$ cat config.mk
export PLATFORM = sky130hd
export DESIGN_NAME = alu_mc
export DESIGN_NICKNAME = d
export VERILOG_FILES = /design/src/rtl/alu_mc.sv
export SDC_FILE = /design/constraint.sdc
export NUM_CORES = 2
export LEC_CHECK = 0
export CAP_MARGIN = 25
export CELL_PAD_IN_SITES_DETAIL_PLACEMENT = 1
export CELL_PAD_IN_SITES_GLOBAL_PLACEMENT = 2
export CORE_MARGIN = 2
export CORE_UTILIZATION = 34
export CTS_BUF_LIST = sky130_fd_sc_hd__clkbuf_8
export DETAILED_ROUTE_END_ITERATION = 12
export PLACE_DENSITY_LB_ADDON = 0.1
export SYNTH_ARGS = -nofsm -noshare
export SYNTH_HDL_FRONTEND = slang
export SYNTH_SLANG_ARGS = --single-unit
export TNS_END_PERCENT = 10
$ cat constraint.sdc
create_clock -name clk -period 8.1 [get_ports clk]
set_input_delay 0.81 -clock clk [delete_from_list [all_inputs] [get_ports clk]]
set_output_delay 0.81 -clock clk [all_outputs]
set_load 0.02 [all_outputs]
$ cat src/rtl/alu_mc.sv
// alu_mc: multi-cycle integer ALU; single-cycle logic/arith ops, iterative
// shift-add multiply and restoring divide, EBREAK halt flag.
`timescale 1ns/1ps
module alu_mc #(
  parameter int unsigned XLEN = 64,
  parameter int unsigned SHW  = $clog2(XLEN)
) (
  input  logic            clk,
  input  logic            rst,
  input  logic            in_valid,
  output logic            in_ready,
  input  logic [3:0]      op,
  input  logic [XLEN-1:0] src1,
  input  logic [XLEN-1:0] src2,
  input  logic            word,
  input  logic            ebreak,
  output logic            out_valid,
  input  logic            out_ready,
  output logic [XLEN-1:0] result,
  output logic            halted
);

  localparam logic [3:0] OP_ADD  = 4'd0;
  localparam logic [3:0] OP_SUB  = 4'd1;
  localparam logic [3:0] OP_SLL  = 4'd2;
  localparam logic [3:0] OP_SLT  = 4'd3;
  localparam logic [3:0] OP_SLTU = 4'd4;
  localparam logic [3:0] OP_XOR  = 4'd5;
  localparam logic [3:0] OP_SRL  = 4'd6;
  localparam logic [3:0] OP_SRA  = 4'd7;
  localparam logic [3:0] OP_OR   = 4'd8;
  localparam logic [3:0] OP_AND  = 4'd9;
  localparam logic [3:0] OP_MUL  = 4'd10;
  localparam logic [3:0] OP_DIV  = 4'd11;
  localparam logic [3:0] OP_DIVU = 4'd12;
  localparam logic [3:0] OP_REM  = 4'd13;
  localparam logic [3:0] OP_REMU = 4'd14;

  localparam logic [XLEN-1:0] MIN_NEG = {1'b1, {(XLEN-1){1'b0}}};

  typedef enum logic [1:0] {S_IDLE, S_BUSY, S_DONE} state_t;

  state_t          state;
  logic [SHW-1:0]  cnt;
  logic [XLEN-1:0] p;      // product accumulator / partial remainder
  logic [XLEN-1:0] a_q;    // multiplier / dividend-quotient shift register
  logic [XLEN-1:0] b_q;    // multiplicand / divisor magnitude
  logic [3:0]      op_q;
  logic            word_q;
  logic            neg_q;
  logic            neg_r;

  logic            word_eff;
  logic [31:0]     a32, b32, r32, a_mag32, b_mag32;
  logic [XLEN-1:0] rf, single_c, a_magf, b_magf, dvd_init, dvs_init;
  logic [SHW-1:0]  sh;
  logic [4:0]      sh32;
  logic            is_div, is_sdiv, dz, ovf, a_neg, b_neg, start_iter;

  assign word_eff = (XLEN == 64) && word;

  // Single-cycle result and iterative-operand preparation from the request.
  always_comb begin
    a32     = src1[31:0];
    b32     = src2[31:0];
    sh      = src2[SHW-1:0];
    sh32    = src2[4:0];
    is_div  = op inside {OP_DIV, OP_DIVU, OP_REM, OP_REMU};
    is_sdiv = (op == OP_DIV) || (op == OP_REM);
    dz      = word_eff ? (b32 == 32'd0) : (src2 == '0);
    ovf     = is_sdiv && (word_eff ? (a32 == 32'h8000_0000 && b32 == 32'hFFFF_FFFF)
                                   : (src1 == MIN_NEG && src2 == '1));
    start_iter = (op == OP_MUL) || (is_div && !dz && !ovf);
    rf  = '0;
    r32 = '0;
    case (op)
      OP_ADD:  begin rf = src1 + src2; r32 = a32 + b32; end
      OP_SUB:  begin rf = src1 - src2; r32 = a32 - b32; end
      OP_SLL:  begin rf = src1 << sh;  r32 = a32 << sh32; end
      OP_SLT:  begin
        rf  = {{(XLEN-1){1'b0}}, ($signed(src1) < $signed(src2))};
        r32 = {31'd0, ($signed(a32) < $signed(b32))};
      end
      OP_SLTU: begin
        rf  = {{(XLEN-1){1'b0}}, (src1 < src2)};
        r32 = {31'd0, (a32 < b32)};
      end
      OP_XOR:  begin rf = src1 ^ src2; r32 = a32 ^ b32; end
      OP_SRL:  begin rf = src1 >> sh;  r32 = a32 >> sh32; end
      OP_SRA:  begin
        rf  = $unsigned($signed(src1) >>> sh);
        r32 = $unsigned($signed(a32) >>> sh32);
      end
      OP_OR:   begin rf = src1 | src2; r32 = a32 | b32; end
      OP_AND:  begin rf = src1 & src2; r32 = a32 & b32; end
      OP_DIV, OP_DIVU: begin
        rf  = dz ? '1 : src1;
        r32 = dz ? '1 : a32;
      end
      OP_REM, OP_REMU: begin
        rf  = dz ? src1 : '0;
        r32 = dz ? a32 : 32'd0;
      end
      default: begin rf = '0; r32 = '0; end
    endcase
    single_c = word_eff ? XLEN'($signed(r32)) : rf;

    a_neg    = is_sdiv && (word_eff ? a32[31] : src1[XLEN-1]);
    b_neg    = is_sdiv && (word_eff ? b32[31] : src2[XLEN-1]);
    a_mag32  = a_neg ? -a32 : a32;
    b_mag32  = b_neg ? -b32 : b32;
    a_magf   = a_neg ? -src1 : src1;
    b_magf   = b_neg ? -src2 : src2;
    // W dividend sits in the top half so the MSB-first shift sees its bit 31 first
    dvd_init = word_eff ? (XLEN'(a_mag32) << (XLEN - 32)) : a_magf;
    dvs_init = word_eff ? XLEN'(b_mag32) : b_magf;
  end

  logic [XLEN:0]   trial;
  logic            ge;
  logic [XLEN-1:0] p_nx, a_q_nx, b_q_nx, q_fix, r_fix, iter_w, iter_res;

  // One multiply or divide iteration plus final sign fix-up.
  always_comb begin
    trial = {p, a_q[XLEN-1]} - {1'b0, b_q};
    ge    = ~trial[XLEN];
    if (op_q == OP_MUL) begin
      p_nx   = a_q[0] ? (p + b_q) : p;
      a_q_nx = a_q >> 1;
      b_q_nx = b_q << 1;
    end else begin
      p_nx   = ge ? trial[XLEN-1:0] : {p[XLEN-2:0], a_q[XLEN-1]};
      a_q_nx = {a_q[XLEN-2:0], ge};
      b_q_nx = b_q;
    end
    q_fix = neg_q ? -a_q_nx : a_q_nx;
    r_fix = neg_r ? -p_nx : p_nx;
    case (op_q)
      OP_MUL:          iter_w = p_nx;
      OP_DIV, OP_DIVU: iter_w = q_fix;
      default:         iter_w = r_fix;
    endcase
    iter_res = word_q ? XLEN'($signed(iter_w[31:0])) : iter_w;
  end

  // Control FSM with registered handshake outputs and datapath.
  always_ff @(posedge clk or posedge rst) begin
    if (rst) begin
      state     <= S_IDLE;
      in_ready  <= 1'b1;
      out_valid <= 1'b0;
      halted    <= 1'b0;
      result    <= '0;
      cnt       <= '0;
      p         <= '0;
      a_q       <= '0;
      b_q       <= '0;
      op_q      <= '0;
      word_q    <= 1'b0;
      neg_q     <= 1'b0;
      neg_r     <= 1'b0;
    end else begin
      case (state)
        S_IDLE: begin
          if (in_valid && in_ready) begin
            op_q     <= op;
            word_q   <= word_eff;
            in_ready <= 1'b0;
            if (ebreak) begin
              result    <= '0;
              halted    <= 1'b1;
              out_valid <= 1'b1;
              state     <= S_DONE;
            end else if (start_iter) begin
              p     <= '0;
              a_q   <= (op == OP_MUL) ? src2 : dvd_init;
              b_q   <= (op == OP_MUL) ? src1 : dvs_init;
              neg_q <= a_neg ^ b_neg;
              neg_r <= a_neg;
              cnt   <= word_eff ? SHW'(31) : SHW'(XLEN - 1);
              state <= S_BUSY;
            end else begin
              result    <= single_c;
              out_valid <= 1'b1;
              state     <= S_DONE;
            end
          end
        end
        S_BUSY: begin
          p   <= p_nx;
          a_q <= a_q_nx;
          b_q <= b_q_nx;
          cnt <= cnt - SHW'(1);
          if (cnt == '0) begin
            result    <= iter_res;
            out_valid <= 1'b1;
            state     <= S_DONE;
          end
        end
        S_DONE: begin
          if (out_ready) begin
            out_valid <= 1'b0;
            in_ready  <= ~halted;
            state     <= S_IDLE;
          end
        end
        default: state <= S_IDLE;
      endcase
    end
  end

endmodule

After elaboration in Yosys (flattened, before gate mapping)
Index checks and enable logic that the tools add are counted.

word-level totals
  bits in writable memories = 0
  output and inout port bits = 67
  memory bits (read-only) = 0
  latch bits = 0
  memories = 0
  word-level logic and storage cells = 174
  flip-flop bits (word level) = 274

operators by class
  $lt $le $gt $ge = 4
  $add $sub $neg = 13
  multipliers = 0
  div/mod/pow operators = 0
  shift-type cells = 6
  reductions and logical operators = 33
  equal/unequal tests = 30
  muxes and demuxes = 65
  bitwise logic cells = 10

operators by type and width
  kind                  count
  $mux 64               30
  $pmux 64 s12          1
  $pmux 64 s2           5
  $pmux 32 s12          1
  $neg 64->64           4
  $add 64x64->64        2
  $eq 64x64->1 const B  2
  $lt 64x64->1          2
  $mux 32               4
  $sub 65x64->65        1
  $and 64x64->64        1
  $eq 32x32->1 const B  2
  $logic_not 64->1      1
  $lt 32x32->1          2
  $neg 32->32           2
  $or 64x64->64         1
  $shl 64x6->64         1
  $shr 64x6->64         1
  $sshr 64x6->64        1
  $sub 64x64->64        1
  $xor 64x64->64        1
  $eq 4x4->1 const B    10
  $add 32x32->32        1
  $and 32x32->32        1
  other kinds (38)      83

Longest topological paths before layout
  depth in word-level cells = 11
  depth in mapped cells = 26
  mapped depth without buffers = 23

Least setup slack after synthesis
OpenSTA, ideal clock, no wires.

  kind = input to register
  start point = input src2[2]
  end point = register result[60]
  buffers on the path = 4
  cell stages on the path = 21
  arrival time = 5.973 ns
  setup slack = 1.993 ns
  required time = 7.966 ns
  cell sequence = clkinv_1 -> buf_1 -> clkbuf_1 -> buf_1 -> clkbuf_1 -> ha_1 -> nor2b_1 -> o221ai_1 -> a21oi_1 -> a2111oi_0 -> a22oi_1 -> a211oi_1 -> a211oi_1 -> o21ai_0 -> a2111oi_0 -> o21ai_0 -> mux2i_1 -> o21a_1 -> a31oi_1 -> a2111oi_0 -> a21oi_1

between the ends
  longest elaborated chain between the ends = 9
  elaborated cells on any way between the ends = 37
  classes of those cells = add/sub (4); eq/ne (3); shift (6); mux (13); reduce/logical (11)

RTL lines
  what                                                    RTL line  source
  start, declared                                         14        input logic [XLEN-1:0] src2,
  branches (longest 9 deep; another with $sub 64x64->64)  --
  end signal, assigned                                    183       result <= single_c;
  end signal, assigned                                    195       result <= iter_res;
  end, declared                                           19        output logic [XLEN-1:0] result,

Parallel ways; which one is timed is not known. The select of a mux whose other input is x is not followed.
A chain may end at the register's enable or synchronous reset.

Worst setup path after layout
  start point = register a_q[63]
  end point = register result[58]

between the ends
  longest elaborated chain between the ends = 9
  elaborated cells on any way between the ends = 13
  classes of those cells = add/sub (3); mux (9); bitwise (1)

RTL lines
  what                                         RTL line  source
  start, declared                              46        logic [XLEN-1:0] a_q;
  start signal, assigned                       176       a_q <= (op == OP_MUL) ? src2 : dvd_init;
  start signal, assigned                       191       a_q <= a_q_nx;
  $sub 65x64->65                               125       trial = {p, a_q[XLEN-1]} - {1'b0, b_q};
  $mux 64 / $not 1->1 (equally long branches)  132, 126
  $mux 64                                      127       if (op_q == OP_MUL) begin
  $neg 64->64 (on tied branches)               137, 136
  $mux 64 (on tied branches)                   137, 136
  $pmux 64 s2 *                                138       case (op_q)
  $mux 64 *                                    143       iter_res = word_q ? XLEN'($signed(iter_w[31:0])) : iter_w;
  $mux 64 *                                    194       if (cnt == '0) begin
  $pmux 64 s2 *                                163       case (state)

Mark *: on every way between the ends. The rest lies on a longest branch, timed or not. The select of a mux whose other input is x is not followed.

==> flow_metrics.tcl <==
set metrics [dict create \
    port_buffers 204 \
    gp_congestion 1.03 \
    p_leak_nw 23.2 \
    worst_slew_pin_slew_ps 1240 \
    syn_nets 7852 \
    initial_core_util_pct 34.2 \
    fin_crit_sh_pct 89.1 \
    synthAdderAreaFrac_pct 8.10 \
    dieArea_sq_um 154000 \
    hp-class "reg -> reg" \
    critical_path_class "reg -> reg" \
    die_h_um 393 \
    cp-start-kind "register" \
    synth_mux_area_share_pct 8.23 \
    synth_ff_type "dfrtp_1" \
    final.min_clock_period_ps 7220 \
    ys_types 118 \
    grt_pass1_wl_um 469000 \
    cp.arrival_ps 7810 \
    rsz0062_at_grt "false" \
    root_buffer "clkbuf_8" \
    synth_top_family_by_area "compound AO/OA/AOI/OAI gates" \
    hold_buffers 0 \
    synth_compound_area_share_pct 36.5 \
    synth_warnings 0 \
    hold_viol_final 0 \
    drive_gt1_share_pct 7.57 \
    fmax_mhz 139 \
    viasPerCell 6.73 \
    ioPinCount 205 \
    clk_pin_slew_worst_paths_ps 60 \
    final.setup.tns_ps 0 \
    gr-total-overflow 0 \
    syn_avg_cell_area_sq_um 6.95 \
    cap_violations 0 \
    cp.required_ps 8700 \
    worstSetupEndpointType "register" \
    cts_tree "built" \
    seq_area_frac_synth_pct 13.4 \
    final_nets 7734 \
    preCtsSetupSlack_ps 939 \
    cts_resized 0 \
    via_count 62800 \
    drc_errors 0 \
    synth_xor_area_share_pct 5.83 \
    wirelength_um 336000 \
    grt_pass1_vias 60800 \
    insertion_delay_ps 700 \
    wl_per_cell_um 36.0 \
    track_usage_pct 42.1 \
    grt_max_degree 191 \
    synthArstFlopShare_pct 100 \
    worst-path-max-fanout 29 \
    dieWidth_um 393 \
    coreArea_sq_um 150000 \
    setup_slack_ps 885 \
    status "complete, no violations" \
    synth_edf_count 0 \
    synth-simple-area-share_pct 20.9 \
    postCtsSetupRepairBufs 0 \
    ant_nets 0 \
    clock-sinks 274 \
    irDropWorstVdd_v 0.000262 \
    areaGrowthSynthToFinish_pct 10.6 \
    cts_buffer_depth 3 \
    rows 142 \
    htree_levels 2 \
    r2r_slack_ps 880 \
    antenna_found_initial 35 \
    setup_viol 0 \
    relSlewSlack_pct 15.0 \
    drv_slew 0 \
    synth_seq_cells 274 \
    drt_iter0_markers 7412 \
    post-dp-hpwl_um 269000 \
    syn_inst 7384 \
    drtPass1Iterations 6 \
    skew_ps 45.6 \
    netlist_area_sq_um 51300 \
    numCtsBuffers 50 \
    power.density_nw_per_um2 387 \
]
==> Yosys cell counts (all sizes together), types with 108 or more instances <==
library cell,n,area (sq um)
nor2,807,3030
o21ai,706,3530
nand2,661,2480
a21oi,647,3260
clkbuf,476,1790
inv,337,1260
ha,326,4080
dfrtp,273,6830
xnor2,257,2250
mux2i,239,2390
a211oi,218,1660
nor3,167,846
a21o,164,1240
nand3,145,738
buf,131,593
a31oi,117,738
nand4,108,691
==> per-layer routing <==
| layer | routed length [um] | track usage, % |
|---|---|---|
| met1 | 143000 | 56.7 |
| met3 | 26400 | 6.36 |
| met4 | 22100 | 23.7 |
| met5 | 76 | 0 |
| met2 | 144000 | 64.0 |
==> kinds of logic (layout without fill, tap and decap cells) <==
group	count (synthesis)	in the layout
AO/OA/AOI/OAI	2825	2825
AND/OR/NAND/NOR	2317	2317
buffers and inverters	952	871
multiplexers	344	344
XOR/XNOR	342	342
adder cells (fa/ha/maj)	330	330
flip-flops	274	274
other	0	12
==> final timing paths <==
kind                                    to  cells after the start        from
min in group asynchronous          b_q[18]                      2         rst
worst max-delay path            result[58]                     23     a_q[63]
worst min register to register  result[19]                      2  result[19]
worst min-delay path            result[19]                      2  result[19]
worst max register to register  result[58]                     23     a_q[63]
max in group asynchronous          b_q[54]                      4         rst
==> through the flow <==
stage          utilization [%]  power (mW)  instance area (sq um)  std cells  hold WS [ps]
3_5_place_dp              37.1        19.8                  55600       9224           473
5_1_grt                   37.8        23.1                  56800       9323           513
3_3_place_gp              37.0        19.6                  55500       9215           466
2_1_floorplan                -        13.5                  51300       7384           453
4_1_cts                   37.8        21.4                  56700       9313           491
6_report                  37.9        21.9                  56800       9331           481
==> report_power, final <==
part,total [mW],switching (mW),internal (mW)
sequential,2.89,0.934,1.95
clock,1.57,0.708,0.857
combinational,17.5,11.8,5.68
total,21.9,13.5,8.49
==> placed cells by master, fill, tap and decap left out, types with 36 or more instances in the layout <==
cell / count
a21o_1: 163
xor2_1: 85
and2_1: 46
and3_1: 41
a221oi_1: 97
a2111oi_0: 54
nor3_1: 159
a211oi_1: 213
o22ai_1: 48
a22oi_1: 70
nand2b_1: 56
a21oi_1: 643
clkbuf_8: 71
mux2_2: 46
nand2_1: 657
buf_4: 212
nor2b_1: 38
nor4_1: 45
a31oi_1: 116
mux2i_1: 239
inv_1: 346
nand4_1: 107
a211o_1: 36
mux4_2: 58
o21bai_1: 53
o21ai_0: 685
dfrtp_1: 271
clkdlybuf4s50_1: 196
o211ai_1: 91
o31ai_1: 78
a221o_1: 49
nand3_1: 144
ha_1: 326
or3_1: 76
xnor2_1: 257
o21a_1: 56
nor2_1: 800
==> layout make-up <==
type	instances	area [sq um]
Sequential cell	274	6860
Clock buffer	70	963
Inverter	345	1300
Tap cell	2016	2520
Timing Repair Buffer	437	3900
Multi-Input combinational cell	6158	41000
Clock inverter	19	161
Antenna cell	12	30.0
Fill cell	19000	93200
==> state kept, by name, summed over array words and instances, names as in the netlist <==
name,cells
cnt,6
p,64
a_q,64
out_valid,1
halted,1
word_q,1
in_ready,1
neg_q,1
state,2
op_q,4
neg_r,1
result,64
b_q,64
==> critical path, stage by stage (launching register included) <==
cell,delay (ps)
dfrtp_1,400
inv_1,150
ha_1,230
fa_1,290
nor2b_4,90
o311a_4,370
o311a_4,390
o211a_4,290
o31a_1,330
nor4_4,310
a21oi_4,150
buf_4,310
a21oi_1,330
ha_1,300
nand2b_1,100
nor3_1,170
mux2_2,230
and4_1,330
a41oi_1,560
a21oi_1,690
nand2b_1,240
or4_1,520
a31oi_1,190
o22a_1,140
No activity file was read; power rests on OpenSTA's default activity.
